===== config.mk =====
export PLATFORM = sky130hd
export DESIGN_NAME = jtag_scan_master
export DESIGN_NICKNAME = d
export VERILOG_FILES = /design/src/rtl/jtag_scan_master.sv
export SDC_FILE = /design/constraint.sdc
export NUM_CORES = 1
export LEC_CHECK = 0
export ABC_CLOCK_PERIOD_IN_PS = 9100
export CELL_PAD_IN_SITES_DETAIL_PLACEMENT = 0
export CELL_PAD_IN_SITES_GLOBAL_PLACEMENT = 1
export CORE_MARGIN = 2
export CORE_UTILIZATION = 42
export CTS_BUF_LIST = sky130_fd_sc_hd__clkbuf_4 sky130_fd_sc_hd__clkbuf_8 sky130_fd_sc_hd__clkbuf_16
export DETAILED_ROUTE_END_ITERATION = 10
export HOLD_SLACK_MARGIN = 0.12
export PLACE_DENSITY = 0.8
export SLEW_MARGIN = 5
export SYNTH_ARGS = -nofsm -noshare
export SYNTH_HDL_FRONTEND = slang
export SYNTH_SLANG_ARGS = --single-unit

===== constraint.sdc =====
create_clock -name clk -period 9.1 [get_ports clk]
set_input_delay 1.365 -clock clk [delete_from_list [all_inputs] [get_ports clk]]
set_output_delay 1.365 -clock clk [all_outputs]
set_load 0.01 [all_outputs]

===== src/rtl/jtag_scan_master.sv =====
// jtag_scan_master: command-driven JTAG master.
// Takes TLR-reset, IR-scan and DR-scan commands and walks the TAP through them.
// TCK is derived from clk. TMS and TDI are driven once per TCK step. TDO bits
// captured in Shift-xR are returned on the response interface.
//
// Ports
//   clk, reset       system clock; asynchronous active-high reset
//   cmd_valid/ready  command handshake; ready only while idle in Run-Test-Idle
//   cmd_op           0 TLR reset, 1 IR scan, 2 DR scan, 3 reserved (rejected)
//   cmd_len          DR scan length 1..MAX_BITS (IR scans use IR_LENGTH)
//   cmd_data         TDI bits, LSB shifted first
//   cmd_pause        route Exit1 -> Pause -> Exit2 -> Update instead of Exit1 -> Update
//   rsp_valid/err    one-clk completion pulse; err marks a rejected command
//   rsp_data         captured TDO, bit i from shift step i, upper bits zero
//   busy             inverse of cmd_ready
//   tck, tms, tdi    JTAG outputs; tdo JTAG input
module jtag_scan_master #(
    parameter int unsigned IR_LENGTH = 4,
    parameter int unsigned MAX_BITS  = 64,
    parameter int unsigned TCK_DIV   = 4
) (
    input  logic                clk,
    input  logic                reset,
    input  logic                cmd_valid,
    output logic                cmd_ready,
    input  logic [1:0]          cmd_op,
    input  logic [6:0]          cmd_len,
    input  logic [MAX_BITS-1:0] cmd_data,
    input  logic                cmd_pause,
    output logic                rsp_valid,
    output logic                rsp_err,
    output logic [MAX_BITS-1:0] rsp_data,
    output logic                busy,
    output logic                tck,
    output logic                tms,
    output logic                tdi,
    input  logic                tdo
);

    localparam int unsigned     DivW    = (TCK_DIV > 1) ? $clog2(TCK_DIV) : 1;
    localparam int unsigned     IdxW    = (MAX_BITS > 1) ? $clog2(MAX_BITS) : 1;
    localparam logic [DivW-1:0] DivLast = DivW'(TCK_DIV - 1);
    localparam logic [6:0]      IrLen   = 7'(IR_LENGTH);
    localparam logic [6:0]      MaxLen  = 7'(MAX_BITS);

    // Step states are named after the TAP state the TAP occupies during the step.
    typedef enum logic [3:0] {
        StIdle, StTlr, StRti, StSelDr, StSelIr, StCapture, StShift,
        StExit1, StPause, StExit2, StUpdate, StDone
    } state_e;

    state_e                state_q;
    logic [DivW-1:0]       div_q;
    logic [6:0]            bit_q;
    logic [6:0]            len_q;
    logic                  is_ir_q;
    logic                  pause_q;
    logic                  auto_q;   // TLR issued by reset: completes without a response
    logic                  err_q;
    logic [MAX_BITS-1:0]   data_q;
    logic [MAX_BITS-1:0]   cap_q;
    logic [6:0]            bit_inc;

    assign bit_inc = bit_q + 7'd1;
    assign busy    = ~cmd_ready;

    always_ff @(posedge clk or posedge reset) begin
        if (reset) begin
            state_q   <= StTlr;
            div_q     <= '0;
            bit_q     <= '0;
            len_q     <= '0;
            is_ir_q   <= 1'b0;
            pause_q   <= 1'b0;
            auto_q    <= 1'b1;
            err_q     <= 1'b0;
            data_q    <= '0;
            cap_q     <= '0;
            cmd_ready <= 1'b0;
            rsp_valid <= 1'b0;
            rsp_err   <= 1'b0;
            rsp_data  <= '0;
            tck       <= 1'b0;
            tms       <= 1'b1;
            tdi       <= 1'b0;
        end else begin
            rsp_valid <= 1'b0;
            rsp_err   <= 1'b0;
            case (state_q)
                StIdle: begin
                    cmd_ready <= 1'b1;
                    if (cmd_valid && cmd_ready) begin
                        cmd_ready <= 1'b0;
                        data_q    <= cmd_data;
                        pause_q   <= cmd_pause;
                        cap_q     <= '0;
                        div_q     <= '0;
                        bit_q     <= '0;
                        is_ir_q   <= (cmd_op == 2'd1);
                        len_q     <= (cmd_op == 2'd1) ? IrLen : cmd_len;
                        if (cmd_op == 2'd3 ||
                            (cmd_op == 2'd2 && (cmd_len == 7'd0 || cmd_len > MaxLen))) begin
                            err_q   <= 1'b1;
                            state_q <= StDone;
                        end else begin
                            tms     <= 1'b1;
                            state_q <= (cmd_op == 2'd0) ? StTlr : StRti;
                        end
                    end
                end
                StDone: begin
                    rsp_valid <= ~auto_q;
                    rsp_err   <= err_q;
                    if (!auto_q) begin
                        rsp_data <= err_q ? '0 : cap_q;
                    end
                    auto_q  <= 1'b0;
                    err_q   <= 1'b0;
                    state_q <= StIdle;
                end
                default: begin
                    // Stepping: low half then high half, each TCK_DIV clks long.
                    if (div_q != DivLast) begin
                        div_q <= div_q + 1'b1;
                    end else begin
                        div_q <= '0;
                        if (!tck) begin
                            tck <= 1'b1;
                            if (state_q == StShift) begin
                                cap_q[bit_q[IdxW-1:0]] <= tdo;
                            end
                        end else begin
                            // Falling edge ends the step; set up TMS/TDI for the next one.
                            tck <= 1'b0;
                            unique case (state_q)
                                StTlr: begin
                                    if (bit_q == 7'd5) begin
                                        tms     <= 1'b0;
                                        state_q <= StDone;
                                    end else begin
                                        bit_q <= bit_inc;
                                        tms   <= (bit_q != 7'd4);
                                    end
                                end
                                StRti: begin
                                    tms     <= is_ir_q;
                                    state_q <= StSelDr;
                                end
                                StSelDr: begin
                                    tms     <= 1'b0;
                                    state_q <= is_ir_q ? StSelIr : StCapture;
                                end
                                StSelIr: begin
                                    tms     <= 1'b0;
                                    state_q <= StCapture;
                                end
                                StCapture: begin
                                    bit_q   <= '0;
                                    tms     <= (len_q == 7'd1);
                                    tdi     <= data_q[0];
                                    state_q <= StShift;
                                end
                                StShift: begin
                                    if (bit_inc == len_q) begin
                                        tms     <= ~pause_q;
                                        tdi     <= 1'b0;
                                        state_q <= StExit1;
                                    end else begin
                                        bit_q <= bit_inc;
                                        tms   <= ((bit_inc + 7'd1) == len_q);
                                        tdi   <= data_q[bit_inc[IdxW-1:0]];
                                    end
                                end
                                StExit1: begin
                                    tms     <= pause_q;
                                    state_q <= pause_q ? StPause : StUpdate;
                                end
                                StPause: begin
                                    tms     <= 1'b1;
                                    state_q <= StExit2;
                                end
                                StExit2: begin
                                    tms     <= 1'b0;
                                    state_q <= StUpdate;
                                end
                                StUpdate: begin
                                    tms     <= 1'b0;
                                    state_q <= StDone;
                                end
                                default: state_q <= StIdle;
                            endcase
                        end
                    end
                end
            endcase
        end
    end

endmodule


==> out/results.ini <==
[run_status]
status = complete, no violations

[drt]
totalWireLength_mm = 26.6
drtPass1Iterations = 5
drc = 0
antenna_left = 0
num_vias = 8433
drtIter0Drc = 697
wire_per_inst_um = 16.5
viasPerCell = 5.24

[floorplanning]
rows = 57
die_w_um = 162
pin_count = 149
start_util = 0.429
die_h_um = 162
die_area_sq_um = 26100
core_sq_um = 24300

[logic_synthesis]
yosysSeqAreaShare = 0.533
synth-edff-count = 0
yosysWarnings = 0
synth.cell_area_sq_um = 10400
ys_ff_latch = 222
avgSynthCellArea_sq_um = 9.01
synth_top_area_share = 0.525
synth_most_common_cell = nand2_1
synth_top_area_cell = dfrtp_1
syn_inst = 1157
async_flop_share = 1.00
synth_fp_nets = 1240
synth_commonest_cells = nand2_1, dfrtp_1, o21ai_0, nand3_1, a21oi_1
synthTopCellsByArea = dfrtp_1, nand2_1, o21ai_0
ys.flop_type = dfrtp_1
ys_types = 69

[critical_path]
crit_slowest_cell = nor2_1
path_cells = clkdlybuf4s50_1 > nand2_1 > nand2b_1 > a21o_1 > nand2_2 > nor2_1 > nand2_1 > o21ai_0
critPathKind = in2reg
startpoint = cmd_valid
critPathMostFrequentCell = nand2_1
required_ns = 9.52
reg2reg_from = state_q[2]$_DFFE_PP0P_
cp_max_fo = 64
cp.buffers_inverters = 1
critPathTopFamily = simple AND/OR/NAND/NOR gates
cp-start-kind = primary input
worst_setup_path_end_kind = flip-flop
cp_slowest_stage_delay_ns = 0.82
arrival_ns = 4.21

[cells_and_area]
fill_cells = 2254
drive_above_1_share = 0.0763
area_delta_synth_final_pct = 24.3
antenna-diode-count = 0
nNetsFinal = 1352

[clock_tree]
cts_hold_buf = 0
htree_levels = 1
cts_tree = built
cts_buffers = 25
insertion_delay_ns = 0.52
cts_setup_buffers = 0
clock_sinks = 222
cts_root_buf = clkbuf_16
clkSlewWorstSetupHoldPaths_ns = 0.05
ctsLongestPathBuffers = 3
postCtsResizedCells = 0

[sta]
maxSlewViolCount = 0
fin_crit_sh = 0.416
slew_headroom = 0.263
finClkSkew_ns = 0.0112
grt_setup_unrepaired = false
setup_tns_ns = 0
period_needed_ns = 3.79
hold_viol_final = 0
tightest_slew_ns = 1.11
fmax_mhz = 264
setup_viol = 0

[run]
drv_cap = 0

[pwr]
irDropWorstVdd_mv = 0.114
leakage_nw = 6.14
power_mw = 2.05
powerDensity_nw_per_um2 = 158

[placement]
globalplace.congestion = 0.843
dp_hpwl_mm = 17.1
io_buffers = 148

[min_path]
min-delay-start = rsp_data[0]$_DFFE_PP0P_
hold_path_class = reg2reg

[global_route]
track_usage = 0.207
grt_start_max_net_pins = 133
antenna_found_initial = 0
grt_overflow = 0
grt_first_pass_wirelength_mm = 44.0
grt_pass1_vias = 8337

==> worst paths after layout <==
path                                            end  slack (ns)  depth (start not counted)
min reg2reg                 rsp_data[0]$_DFFE_PP0P_        0.46                          2
max reg2reg                   cap_q[23]$_DFFE_PP0P_        5.41                          7
max in group asynchronous  rsp_data[55]$_DFFE_PP0P_        6.04                          3
min in group asynchronous       rsp_valid$_DFF_PP0_        1.39                          2
max                           cap_q[23]$_DFFE_PP0P_        5.31                          8
min                         rsp_data[0]$_DFFE_PP0P_        0.46                          2
==> routing by layer <==
metal / part of all wire / GRT usage
met2: 0.46 / 0.332
met3: 0.052 / 0.0316
met5: 0 / 0
met1: 0.47 / 0.300
met4: 0.015 / 0.0430
==> state kept, by name (all words and copies together), names as in the netlist, 2 cells and up <==
register	flops
bit_q	7
len_q	7
cap_q	64
rsp_data	64
data_q	64
div_q	2
state_q	4
==> layout by cell type (no fill, tap or decap), types with 6 or more instances in the layout <==
| cell type | synthesis | layout |
|---|---|---|
| clkdlybuf4s50_1 | 0 | 148 |
| nor2_1 | 24 | 24 |
| a21oi_1 | 71 | 71 |
| xnor2_1 | 10 | 10 |
| mux2i_1 | 7 | 7 |
| mux4_2 | 17 | 17 |
| nor3b_1 | 6 | 6 |
| buf_4 | 2 | 16 |
| nor3_1 | 10 | 10 |
| nand3_1 | 82 | 81 |
| clkbuf_16 | 0 | 25 |
| clkbuf_8 | 0 | 8 |
| a22o_1 | 6 | 6 |
| o21ai_0 | 144 | 144 |
| nand2_1 | 373 | 372 |
| inv_1 | 9 | 6 |
| and2_1 | 6 | 6 |
| dfrtp_1 | 219 | 219 |
==> cell families after synthesis <==
| family | Yosys count | share of synthesized area |
|---|---|---|
| AOI/OAI and AO/OA | 256 | 0.136 |
| xor gates and xnor gates | 18 | 0.0185 |
| adders and majority gates | 5 | 0.00600 |
| buffers and inverters | 89 | 0.0356 |
| DFF | 222 | 0.533 |
| muxes | 27 | 0.0467 |
| and+or+nand+nor | 540 | 0.224 |
==> power by group <==
group / internal [mW] / switching (mW)
Combinational: 0.0307 / 0.0269
Sequential: 0.988 / 0.000352
Clock: 0.603 / 0.403
==> worst min-delay path: stages (launching register included) <==
cell and delay, ns:
dfrtp_1 0.34, nand2_1 0.05, nand2_1 0.04
==> stage by stage <==
step | hold slack (ns) | worst slack [ns] | instance area [sq um] | util | std cells
floorplan | 0.440 | 1.66 | 10400 | - | 1157
global placement | 0.449 | 4.87 | 12100 | 0.499 | 1566
detailed placement | 0.456 | 4.83 | 12100 | 0.499 | 1566
CTS | 0.468 | 5.34 | 13000 | 0.533 | 1609
global route | 0.481 | 5.00 | 13000 | 0.533 | 1609
finish | 0.463 | 5.31 | 13000 | 0.533 | 1609
==> cell type report <==
type,instances,area [sq um],area share
sequential,222,5560,0.429
inverter,10,45.0,0.00348
timing repair buffer,164,1600,0.124
multi-input combinational,846,4520,0.348
clock buffer,35,751,0.0579
clock inverter,8,81.3,0.00628
tap,324,405,0.0313
No activity file was read; power rests on OpenSTA's default activity.
